File: config.mk
export PLATFORM = sky130hd
export DESIGN_NAME = mod_counter_n
export DESIGN_NICKNAME = d
export VERILOG_FILES = /design/src/rtl/mod_counter_n.sv
export SDC_FILE = /design/constraint.sdc
export NUM_CORES = 1
export LEC_CHECK = 0
export CAP_MARGIN = 20
export CORE_AREA = 2 2 39 41
export CTS_CLUSTER_DIAMETER = 200
export DETAILED_ROUTE_END_ITERATION = 8
export DIE_AREA = 0 0 41 43
export DONT_BUFFER_PORTS = 1
export GPL_TIMING_DRIVEN = 0
export PLACE_DENSITY_LB_ADDON = 0.15
export SLEW_MARGIN = 25
export SYNTH_ARGS = -nofsm -noshare
export SYNTH_HDL_FRONTEND = slang
export SYNTH_SLANG_ARGS = --single-unit
export TNS_END_PERCENT = 100
File: constraint.sdc
create_clock -name clk -period 1.45 [get_ports clk]
set_clock_uncertainty 0.05 [all_clocks]
set_input_delay 0.29 -clock clk [delete_from_list [all_inputs] [get_ports clk]]
set_output_delay 0.29 -clock clk [all_outputs]
set_load 0.03 [all_outputs]
File: src/rtl/mod_counter_n.sv
// Parametrised synchronous modulo-MODULUS up/down counter with load, enable,
// cascade terminal count and registered wrap pulse. Optional prescaler: MOD_COUNTER_PRESCALE_EN.
module mod_counter_n #(
    parameter int WIDTH   = 4,
    parameter int MODULUS = 16
`ifdef MOD_COUNTER_PRESCALE_EN
    ,
    parameter int PRESCALE = 4
`endif
) (
    input  logic             clk,
    input  logic             rs,
    input  logic             en,
    input  logic             up,
    input  logic             ld,
    input  logic [WIDTH-1:0] d,
    output logic [WIDTH-1:0] q,
    output logic             tc,
    output logic             wrap
);

    localparam logic [WIDTH-1:0] LAST = WIDTH'(MODULUS - 1);

    if (WIDTH < 1 || WIDTH > 16) begin : g_bad_width
        $error("mod_counter_n: WIDTH must be in 1..16");
    end
    if (MODULUS < 2 || MODULUS > (1 << WIDTH)) begin : g_bad_modulus
        $error("mod_counter_n: MODULUS must be in 2..2**WIDTH");
    end

    logic             at_last;
    logic             at_zero;
    logic             step;
    logic [WIDTH-1:0] q_next;
    logic             wrap_next;

    assign at_last = (q == LAST);
    assign at_zero = (q == '0);

`ifdef MOD_COUNTER_PRESCALE_EN
    if (PRESCALE < 2 || PRESCALE > 256) begin : g_bad_prescale
        $error("mod_counter_n: PRESCALE must be in 2..256");
    end

    localparam int PW = $clog2(PRESCALE);
    localparam logic [PW-1:0] PRE_LAST = PW'(PRESCALE - 1);

    logic [PW-1:0] pre_cnt;
    logic          pre_last;

    assign pre_last = (pre_cnt == PRE_LAST);

    // Prescaler restarts on load so a freshly loaded value dwells a full period.
    always_ff @(posedge clk or negedge rs) begin
        if (!rs) begin
            pre_cnt <= '0;
        end else if (ld) begin
            pre_cnt <= '0;
        end else if (en) begin
            pre_cnt <= pre_last ? '0 : pre_cnt + PW'(1);
        end
    end

    assign step = en & pre_last;
`else
    assign step = en;
`endif

    assign tc = step & ((up & at_last) | (~up & at_zero));

    always_comb begin
        q_next    = q;
        wrap_next = 1'b0;
        if (ld) begin
            q_next = (d > LAST) ? LAST : d;
        end else if (step) begin
            if (up) begin
                if (at_last) begin
                    q_next    = '0;
                    wrap_next = 1'b1;
                end else begin
                    q_next = q + WIDTH'(1);
                end
            end else begin
                if (at_zero) begin
                    q_next    = LAST;
                    wrap_next = 1'b1;
                end else begin
                    q_next = q - WIDTH'(1);
                end
            end
        end
    end

    always_ff @(posedge clk or negedge rs) begin
        if (!rs) begin
            q    <= '0;
            wrap <= 1'b0;
        end else begin
            q    <= q_next;
            wrap <= wrap_next;
        end
    end

endmodule

=== Yosys cells after proc, flatten, opt, wreduce, memory -nomap -nowiden ===
Index checks and enable logic that the tools add are counted.

* $add $sub $neg: 2
* Multiply operators: 0
* Divide/modulo/power cells: 0
* Magnitude comparators: 1
* Equality and inequality tests: 1
* Shifts and indexed selects: 0
* Mux-type cells: 11
* Bitwise gates (word level): 5
* Reduce and logical (&&, ||, !) cells: 2

{| class="wikitable"
|+ Operators with widths
! cell !! number
|-
| $mux 4 || 6
|-
| $mux 1 || 5
|-
| $add 4x1->4 const B || 1
|-
| $eq 4x4->1 const B || 1
|-
| $gt 4x4->1 const B || 1
|-
| $logic_not 4->1 || 1
|-
| $sub 4x1->4 const B || 1
|-
| $and 1x1->1 || 3
|-
| $reduce_bool 2->1 || 1
|-
| $not 1->1 || 1
|-
| $or 1x1->1 || 1
|}

* Register bits after elaboration: 5
* Latch bits: 0
* RAM bits: 0
* Memory bits (read-only): 0
* Bits of input ports: 9
* Output and inout bits: 6
* Memories: 0

=== Longest topological paths before layout ===
* Depth in word-level cells: 5
* Mapped depth: 6
* Depth with buffers taken out: 6

=== Worst setup path before layout ===
No wires, ideal clock.

* Path type: register to output
* Start point: register q[0]
* End point: output port tc
* Arrival: 1.774 ns
* Data required time: 1.110 ns
* Path slack: -0.664 ns
* Stages on the path, launching flop included: 5
* Path buffers: 0
* Cells stage by stage: dfrtp_1 -> ha_1 -> and2_1 -> nand3_1 -> a21boi_0

* Longest elaborated chain between the ends: 4

{| class="wikitable"
|+ RTL lines
! element !! line !! RTL
|-
| from (decl) || 17 || <nowiki>output logic [WIDTH-1:0] q,</nowiki>
|-
| from (signal assigned) || 100 || <nowiki>q <= q_next;</nowiki>
|-
| $eq 4x4->1 / $logic_not 4->1 (equally long branches) || 37, 38 ||
|-
| $and 1x1->1 || 69 || <nowiki>assign tc = step & ((up & at_last) | (~up & at_zero));</nowiki>
|-
| $or 1x1->1 * || 69 ||
|-
| $and 1x1->1 * || 69 ||
|-
| to (decl) || 18 || <nowiki>output logic tc,</nowiki>
|}

Every way passes the cells marked *; elsewhere a longest branch is shown, timed or not.

=== Worst setup path after layout ===
* Start point: register q[1]
* End point: output port tc

The elaborated chain is that of the path after synthesis.

==> reports/metrics.cfg <==
[sta]
fin_crit_ns=1.83
fin_crit_sh=1.26
relSlewSlack=0.686
fin_setup_tns_ns=-0.533
rsz0062_at_grt=yes
slew_violations=0
worstMarginPinSlew_ns=0.471
setup_viol=4
holdWs_ns=0.127
worst_slack_ns=-0.379
max_freq_mhz=547
finalHoldViolCount=0

[worst_setup_path]
critPathLaunchType=flip-flop
cp.arrival_ns=1.49
crit_path_cell_trace=inv_2 > ha_4 > nor2b_4 > nand2_2 > a21boi_4
ff2ff_path_depth=6
required_ns=1.11
cp-end-kind=output pin
critical-path-max-stage-delay_ns=0.52
slowest_stage=dfrtp_2
rr_endpoint=wrap$_DFF_PN0_
r2r_slack_ns=-0.09
critical_path_class=reg -> out
critPathMaxFanout=8
r2r-start=q[1]$_DFFE_PN0P_

[global_route]
grt_first_pass_wirelength_mm=1.24
grt_overflow_total=0
grt_max_degree=11
grtUsageTotal=0.107
antenna_found_initial=0
grt_pass1_vias=304

[final_layout]
fin_cells=61
fin_nets=57
final_cell_mix=4 x nand2_1, 4 x o21ai_0, 3 x clkbuf_4, 3 x dfrtp_2
fin_util=0.338
num_antenna_cells=0
layout-area-overhead-vs-synth_pct=32.2
drive_above_1_share=0.378

[placed_design]
dp.cells=56
dp_hpwl_microns=613
dp_slack_ns=-0.152
routabilityCongestion=0.662
io_buffers=0

[die]
die_x_microns=41
dieArea_sq_um=1760
die_h_microns=43
start_util=0.256
rows=14
coreArea_sq_um=1380
io_pins=15

[detailed_routing]
route.detailed.drc=0
drtAntennaViolNets=0
first_pass_iters=2
wl_per_cell_microns=12.5
dr.first_iter.drc_count=2
dr_total_vias=301
finalWirelength_microns=763
vias_per_cell=4.93

[synthesis]
avgSynthCellArea_sq_um=8.85
yosys_warnings=0
synthSimpleGateAreaFrac=0.205
synth_adder_area_share=0.0707
synth_compound_area_frac=0.226
seq_area_frac_synth=0.353
synth.distinct_cells=22
muxShareOfSynthArea=0.0283
synth_top_family_by_area=compound AO/OA/AOI/OAI gates
synth_xor_xnor_area_share=0.0742
ys_seq_elements=5
synth.cell_area_sq_um=354
synth_nets=51
syn_inst=40

[status]
violations=negative setup slack
status=complete, but fails checks

[worst_hold_path]
hold_class=in -> reg
hold_depth=2
min-delay-start=d[2]
min_to=q[2]$_DFFE_PN0P_

[power]
switching_share=0.348
pwr-share-comb=0.241
clkPwrFrac=0.304
power_density_nw_per_um2=1080
p_leak_nw=0.183
p_switching_w=0.000176
vdd_drop_max_mv=0.186
power_report.internal_total_w=0.000330
power_frac_seq=0.455

[clock_network]
clk_path_buf_depth=2
clk_pin_slew_ns=0.04
h-tree-depth=1
cts_buffers=3
cts_tree=done
clock_sinks=5
clock_latency_ns=0.23
root_buffer=clkbuf_4

[flow_run]
maxCapViolCount=0

-- sequential cells by signal, summed over array words and instances (netlist names) --
signal	flops
q	4
wrap	1
-- timing repair --
| item | 4_1_cts | 5_1_grt |
|---|---|---|
| hold buffers | 1 | 0 |
| resized for setup | 1 | 1 |
| endpoints found under the hold margin | 5 | 0 |
| buffers inserted | 0 | 0 |
| pin swaps | 2 | 0 |
| endpoints found under the setup margin | 4 | 5 |
| cloned | 0 | 0 |
-- cells in the mapped netlist --
cell / number / area share
dfrtp_1: 5 / 0.35
nand2_1: 5 / 0.053
o21ai_0: 5 / 0.071
a21oi_1: 2 / 0.028
ha_1: 2 / 0.071
inv_1: 2 / 0.021
nand3_1: 2 / 0.028
nor2b_1: 2 / 0.035
xnor2_1: 2 / 0.049
a21boi_0: 1 / 0.021
a21o_1: 1 / 0.021
a221oi_2: 1 / 0.042
and2_1: 1 / 0.018
buf_4: 1 / 0.021
mux2i_1: 1 / 0.028
nor2_1: 1 / 0.011
nor3b_1: 1 / 0.021
o21bai_1: 1 / 0.021
o31ai_1: 1 / 0.021
or2b_1: 1 / 0.021
or3_1: 1 / 0.018
xor2_1: 1 / 0.025
-- power by group through the flow --
stage | sequential, W | combinational (W) | clock (W)
floorplan | 0.000223 | 0.0000977 | 0
global placement | 0.000233 | 0.000107 | 0
detailed placement | 0.000233 | 0.000110 | 0
CTS | 0.000231 | 0.000123 | 0.000162
global route | 0.000236 | 0.000140 | 0.000172
finish | 0.000231 | 0.000122 | 0.000154
-- worst max-delay path, delay by kind of cell (launching register included) --
| family | cells | cell delay [ns] |
|---|---|---|
| simple gates | 2 | 0.21 |
| fa+ha+maj | 1 | 0.13 |
| buf+inv | 1 | 0.11 |
| flops | 1 | 0.52 |
| compound gates | 1 | 0.28 |
-- layer usage --
metal  wire (microns)  global-route usage  up-vias
li1                 -                   -      150
met1              322               0.114      139
met2              364               0.150       10
met3               59              0.0262        2
met4               16               0.120        0
met5                0                   0        -
-- cell families (layout without fill, tap and decap cells) --
| logic type | after synthesis | after routing |
|---|---|---|
| and+or+nand+nor | 14 | 14 |
| AOI/OAI and AO/OA | 12 | 12 |
| DFF | 5 | 5 |
| xor gates and xnor gates | 3 | 3 |
| buffers and inverters | 3 | 8 |
| adders and majority gates | 2 | 2 |
| muxes | 1 | 1 |
-- final cells by class --
| class | instances | area [sq um] |
|---|---|---|
| plain buffers | 1 | 7.51 |
| multi-input cells | 32 | 268 |
| flip-flops and latches | 5 | 129 |
| clock buffers | 4 | 26.3 |
| well taps | 16 | 20.0 |
| repair buffers | 1 | 10.0 |
| inverters | 2 | 7.51 |
| fillers | 154 | 916 |
-- through the flow --
| stage | instance area, sq um | total power (W) |
|---|---|---|
| 2_1_floorplan | 402 | 0.000320 |
| 3_3_place_gp | 422 | 0.000340 |
| 3_5_place_dp | 422 | 0.000343 |
| 4_1_cts | 468 | 0.000517 |
| 5_1_grt | 468 | 0.000548 |
| 6_report | 468 | 0.000506 |
-- how the worst max path moves through the flow --
| stage | from | endpoint | cells after the start |
|---|---|---|---|
| 5_1_grt | q[0]$_DFFE_PN0P_ | tc | 4 |
| 4_1_cts | q[1]$_DFFE_PN0P_ | tc | 5 |
| 2_1_floorplan | q[0]$_DFFE_PN0P_ | tc | 4 |
| 6_report | q[1]$_DFFE_PN0P_ | tc | 5 |
| 3_5_place_dp | q[0]$_DFFE_PN0P_ | tc | 4 |
| 3_3_place_gp | q[0]$_DFFE_PN0P_ | tc | 4 |
Power figures use the tool's default switching activity.
